### src/rtl/regfile_scoreboard.sv
// ============================================================================
//  Module      : regfile_scoreboard
//  Description : Two-read/one-write integer register file with a per-register
//                busy scoreboard and a sequential index-loading init walk.
//                Optional write-first forwarding: define REGFILE_BYPASS_EN.
//  Revision    : 1.0 - initial release
// ============================================================================
`default_nettype none

module regfile_scoreboard #(
    parameter int DATA_W = 32,
    parameter int ADDR_W = 5
) (
    input  logic              clk,
    input  logic              reset,
    input  logic [ADDR_W-1:0] ra_addr,
    output logic [DATA_W-1:0] ra_data,
    output logic              ra_busy,
    input  logic [ADDR_W-1:0] rb_addr,
    output logic [DATA_W-1:0] rb_data,
    output logic              rb_busy,
    input  logic              wr_en,
    input  logic [ADDR_W-1:0] wr_addr,
    input  logic [DATA_W-1:0] wr_data,
    input  logic              issue_en,
    input  logic [ADDR_W-1:0] issue_rd,
    output logic              ready
);

    localparam int NREGS = 2**ADDR_W;
    localparam logic [ADDR_W-1:0] c_last_idx = '1;
    localparam logic [ADDR_W-1:0] c_zero_idx = '0;

    localparam logic [0:0] S_INIT = 1'b0;
    localparam logic [0:0] S_RUN  = 1'b1;

    logic [0:0]        r_state;
    logic [ADDR_W-1:0] r_init_cnt;
    logic [NREGS-1:0]  r_busy;
    logic              r_ready;
    logic [DATA_W-1:0] r_mem [NREGS];

    logic [DATA_W-1:0] w_init_data;
    logic              w_run;
    logic              w_wr_ok;
    logic              w_issue_ok;

    assign w_run      = (r_state == S_RUN);
    assign w_wr_ok    = w_run && wr_en && (wr_addr != c_zero_idx);
    assign w_issue_ok = w_run && issue_en && (issue_rd != c_zero_idx);

    // Walk value is the entry index, zero-extended or truncated to DATA_W.
    generate
        if (DATA_W > ADDR_W) begin : g_init_zext
            assign w_init_data = {{(DATA_W-ADDR_W){1'b0}}, r_init_cnt};
        end else if (DATA_W == ADDR_W) begin : g_init_same
            assign w_init_data = r_init_cnt;
        end else begin : g_init_trunc
            assign w_init_data = r_init_cnt[DATA_W-1:0];
        end
    endgenerate

    always_ff @(posedge clk) begin
        if (reset) begin
            r_state    <= S_INIT;
            r_init_cnt <= '0;
            r_busy     <= '0;
            r_ready    <= 1'b0;
        end else begin
            case (r_state)
                S_INIT: begin
                    if (r_init_cnt == c_last_idx) begin
                        r_state <= S_RUN;
                        r_ready <= 1'b1;
                    end else begin
                        r_init_cnt <= r_init_cnt + 1'b1;
                    end
                end
                default: begin
                    // Clear first so a same-cycle issue (newer producer) wins.
                    if (wr_en) begin
                        r_busy[wr_addr] <= 1'b0;
                    end
                    if (w_issue_ok) begin
                        r_busy[issue_rd] <= 1'b1;
                    end
                end
            endcase
        end
    end

    always_ff @(posedge clk) begin
        if (!reset) begin
            if (r_state == S_INIT) begin
                r_mem[r_init_cnt] <= w_init_data;
            end else if (w_wr_ok) begin
                r_mem[wr_addr] <= wr_data;
            end
        end
    end

    logic w_fwd_a;
    logic w_fwd_b;

`ifdef REGFILE_BYPASS_EN
    assign w_fwd_a = w_wr_ok && (wr_addr == ra_addr);
    assign w_fwd_b = w_wr_ok && (wr_addr == rb_addr);
`else
    assign w_fwd_a = 1'b0;
    assign w_fwd_b = 1'b0;
`endif

    always_comb begin
        ra_data = '0;
        ra_busy = 1'b0;
        if (ra_addr != c_zero_idx) begin
            ra_data = w_fwd_a ? wr_data : r_mem[ra_addr];
            ra_busy = w_fwd_a ? 1'b0    : r_busy[ra_addr];
        end
    end

    always_comb begin
        rb_data = '0;
        rb_busy = 1'b0;
        if (rb_addr != c_zero_idx) begin
            rb_data = w_fwd_b ? wr_data : r_mem[rb_addr];
            rb_busy = w_fwd_b ? 1'b0    : r_busy[rb_addr];
        end
    end

    assign ready = r_ready;

endmodule

`default_nettype wire

### config.mk
export PLATFORM = sky130hd
export DESIGN_NAME = regfile_scoreboard
export DESIGN_NICKNAME = d
export VERILOG_FILES = /design/src/rtl/regfile_scoreboard.sv
export SDC_FILE = /design/constraint.sdc
export NUM_CORES = 1
export LEC_CHECK = 0
export ABC_CLOCK_PERIOD_IN_PS = 6750
export CAP_MARGIN = 20
export CORE_MARGIN = 5
export CORE_UTILIZATION = 25
export DETAILED_ROUTE_END_ITERATION = 10
export PLACE_DENSITY = 0.35
export SLEW_MARGIN = 20
export SYNTH_ARGS = -nofsm -noshare
export SYNTH_HDL_FRONTEND = slang
export SYNTH_SLANG_ARGS = --single-unit
### constraint.sdc
create_clock -name clk -period 6.75 [get_ports clk]
set_input_delay 1.35 -clock clk [delete_from_list [all_inputs] [get_ports clk]]
set_output_delay 1.35 -clock clk [all_outputs]
set_load 0.05 [all_outputs]
==> flow_metrics.py <==
metrics = {
    "grt": {
        "number_of_antenna_violations_at_the_first_check_in_global_routing": 9,
        "grt_total_usage_pct": 18.6,
        "overflow": 0,
        "grt_start_max_net_pins": 77,
        "grt_first_pass_wirelength_mm": 270,
        "grt_pass1_vias": 31700,
    },
    "power_and_ir_drop": {
        "share_of_total_power_in_combinational_logic_pct": 9.3,
        "clkPwrFrac_pct": 44.1,
        "power_per_cell_area_mw_per_mm2": 260,
        "p_leak_nw": 17.0,
        "power_switching_mw": 3.80,
        "cell_internal_pwr_mw": 11.7,
        "sequential_cell_fraction_of_total_power_pct": 46.6,
        "power_switching_share_pct": 24.5,
        "post-layout-total-power_mw": 15.5,
        "vdd_drop_max_mv": 0.242,
    },
    "timing": {
        "timing.final.max_slew_violations": 0,
        "totalNegativeSetupSlack_ns": 0,
        "fin_crit_ns": 5.62,
        "finalCritPeriodShare_pct": 83.3,
        "timing_hold_violations_final": 0,
        "slew_at_the_pin_closest_to_its_max_slew_limit_ns": 1.21,
        "skew_ns": 0.0205,
        "setup_violations": 0,
        "timing.fmax_ghz": 0.178,
        "unrepaired_setup_endpoints_after_global_routing": "false",
        "slew_headroom_pct": 19.6,
    },
    "floorplanning": {
        "floorplan.io_pins": 123,
        "overall_die_width_um": 456,
        "start_util_pct": 25.2,
        "die_area_sq_mm": 0.208,
        "floorplan.die.height_um": 456,
        "coreArea_sq_mm": 0.198,
        "row_count": 163,
    },
    "synth": {
        "synthesis.yosys.warnings": 0,
        "postSynthRegisterBits": 1063,
        "synthesis.area_per_instance_sq_um": 18.3,
        "postSynth.topFlopCell": "sky130_fd_sc_hd__edfxtp_1",
        "synthesis.area_sq_mm": 0.0497,
        "netlist_instances": 2713,
        "post_synth_cell_types": 47,
        "synth-seq-area-share_pct": 63.4,
        "mappedNetlistNets": 2771,
        "async_reset_ff_share_pct": 0,
        "synth_edf_count": 1024,
    },
    "job": {
        "drv_cap": 0,
    },
    "placed_design": {
        "finalWeightedCongestion": 0.754,
        "detailedPlacementHpwl_mm": 118,
        "placement_cell_area_sq_mm": 0.0554,
        "buffer_ports.inserted": 122,
    },
    "clocking": {
        "postCtsHoldBufs": 0,
        "cts.repair_timing.setup_buffer_count": 0,
        "clock-root-buffer": "sky130_fd_sc_hd__clkbuf_16",
        "clock_tree_from_tritoncts": "built",
        "cts_repair_resize_count": 0,
        "clock_insertion_delay_worst_skew_ns": 0.76,
        "clock_tree.htree_level_count": 4,
        "numClockSinks": 1063,
        "cts_buffers": 132,
        "worst_setup_hold_path_clk_slew_ns": 0.06,
        "max-clock-path-buffers": 3,
    },
    "detailed_routing": {
        "vias": 29700,
        "post_drt_wl_per_cell_um": 35.2,
        "detail_route.iter0.violations": 2744,
        "final_ant_viol_nets": 0,
        "drt_first_pass_iters": 5,
        "finalWirelength_mm": 198,
        "drcViolationCount": 0,
        "drt-vias-per-instance": 5.28,
    },
    "worst_setup_path": {
        "worstSetupStartpoint": "ra_addr[3]",
        "timing.rr.start": "r_state$_SDFF_PP0_",
        "timing_worst_setup_path_type": "input port to output pin",
        "timing.critical_path.buf_inv": 4,
        "timing.critical_path.to_type": "output pin",
        "critPathMostFrequentCell": "sky130_fd_sc_hd__buf_4",
        "cp.required_ns": 5.40,
        "timing.critical_path.slowest_stage_cell": "sky130_fd_sc_hd__a311oi_1",
        "timing.critical_path.fanout_max": 24,
        "path_delay_family": "buffers and inverters",
        "timing.critical_path.slowest_cell_delay_ns": 0.81,
        "critical_path_cell_list": "buf_2 > or2_2 > buf_4 > buf_4 > o21ai_0 > a311oi_1 > buf_12",
        "crit_arrival_ns": 4.27,
        "worstSetupStartpointType": "input port",
    },
    "cells_and_area": {
        "layout_commonest_cell": "sky130_fd_sc_hd__edfxtp_1",
        "final_cell_area_sq_mm": 0.0595,
        "fillerInstances": 19200,
        "final_cell_mix": "1024 x sky130_fd_sc_hd__edfxtp_1, 462 x sky130_fd_sc_hd__mux4_2, 148 x sky130_fd_sc_hd__buf_4",
        "nNetsFinal": 2948,
        "post_route_cells_drive_above_1_share_pct": 33.8,
        "finish.utilization_pct": 30.1,
        "area.growth.synth_to_final_pct": 19.7,
    },
    "worst_hold_path": {
        "hold_path_startpoint": "ready$_SDFFE_PP0P_",
        "worstHoldPathType": "flop to flop",
    },
    "run_status": {
        "run_status": "finished, final reports clean",
    },
}
[tightest hold or removal path: cells and delay by family, from the launching register on]
family	cells	cell delay (ns)
AOI/OAI and AO/OA	1	0.04
DFF	1	0.33
and+or+nand+nor	1	0.07
[cell families (layout without fill, tap and decap cells)]
logic type                 count (synthesis)  count (layout)  synth area share [%]
DFF                                     1063            1063                  63.4
muxes                                    664             664                  25.2
AOI/OAI and AO/OA                        462             462                  6.40
and+or+nand+nor                          282             282                  2.98
buffers and inverters                    237             511                  1.98
xor gates and xnor gates                   3               3                0.0528
adders and majority gates                  2               2                0.0503
other                                      0               1                     0
[power groups by stage]
| stage | logic [mW] | registers, mW | clock network, mW |
|---|---|---|---|
| floorplan | 0.786 | 7.34 | 0 |
| detailed placement | 1.48 | 7.35 | 0 |
| global placement | 1.48 | 7.35 | 0 |
| CTS | 1.48 | 7.21 | 7.03 |
| global route | 1.51 | 7.21 | 7.29 |
| finish | 1.45 | 7.21 | 6.83 |
[worst paths after layout]
kind	slack [ns]	to	cells after the start
worst max-delay path	1.13	ra_data[5]	7
worst min-delay path	0.48	ready$_SDFFE_PP0P_	2
worst max register to register	3.01	r_mem[18][8]$_DFFE_PP_	4
worst min register to register	0.48	ready$_SDFFE_PP0P_	2
[routing by layer]
layer	routed length, um	vias to the layer above	track usage [%]
li1	-	12000	-
met1	86100	16400	25.2
met2	96000	1066	30.9
met3	10700	239	3.28
met4	5070	2	4.92
met5	13	-	0
[cells in the mapped netlist, types with 34 or more instances]
master / number / area share (%)
sky130_fd_sc_hd__nor2b_1: 74 / 0.93
sky130_fd_sc_hd__dfxtp_1: 39 / 1.6
sky130_fd_sc_hd__a221oi_1: 48 / 0.85
sky130_fd_sc_hd__mux2_2: 68 / 1.5
sky130_fd_sc_hd__a22oi_1: 68 / 1.0
sky130_fd_sc_hd__clkbuf_1: 133 / 1.0
sky130_fd_sc_hd__edfxtp_1: 1024 / 62
sky130_fd_sc_hd__o21ai_0: 146 / 1.5
sky130_fd_sc_hd__a21oi_1: 34 / 0.34
sky130_fd_sc_hd__nor2_1: 37 / 0.28
sky130_fd_sc_hd__mux2i_1: 134 / 2.7
sky130_fd_sc_hd__a211oi_1: 66 / 1.0
sky130_fd_sc_hd__mux4_2: 462 / 21
sky130_fd_sc_hd__a311oi_1: 66 / 1.2
sky130_fd_sc_hd__buf_2: 77 / 0.77
sky130_fd_sc_hd__nand2_1: 79 / 0.60
[state kept, by name, summed over array words and instances, names as in the netlist]
name        flops
r_init_cnt      5
r_state         1
r_mem        1024
r_busy         32
ready           1
[cell type report]
| class | count | area [sq um] | area share, % |
|---|---|---|---|
| Antenna cell | 1 | 2.50 | 0.00420 |
| Clock buffer | 166 | 3520 | 5.91 |
| Clock inverter | 65 | 556 | 0.933 |
| Inverter | 6 | 27.5 | 0.0462 |
| Multi-Input combinational cell | 1413 | 17500 | 29.5 |
| Sequential cell | 1063 | 31500 | 53.0 |
| Tap cell | 2640 | 3300 | 5.55 |
| Timing Repair Buffer | 274 | 3060 | 5.14 |
[through the flow]
stage                     hold WS (ns)  instances  setup WS [ns]
after floorplan                  0.460       2713           1.39
after global placement           0.476       5393           1.01
after detailed placement         0.465       5394           1.01
after CTS                        0.490       5625          0.989
after global routing             0.517       5628          0.956
final                            0.480       5628           1.13
Note: power is estimated with default switching activity, not from simulation.
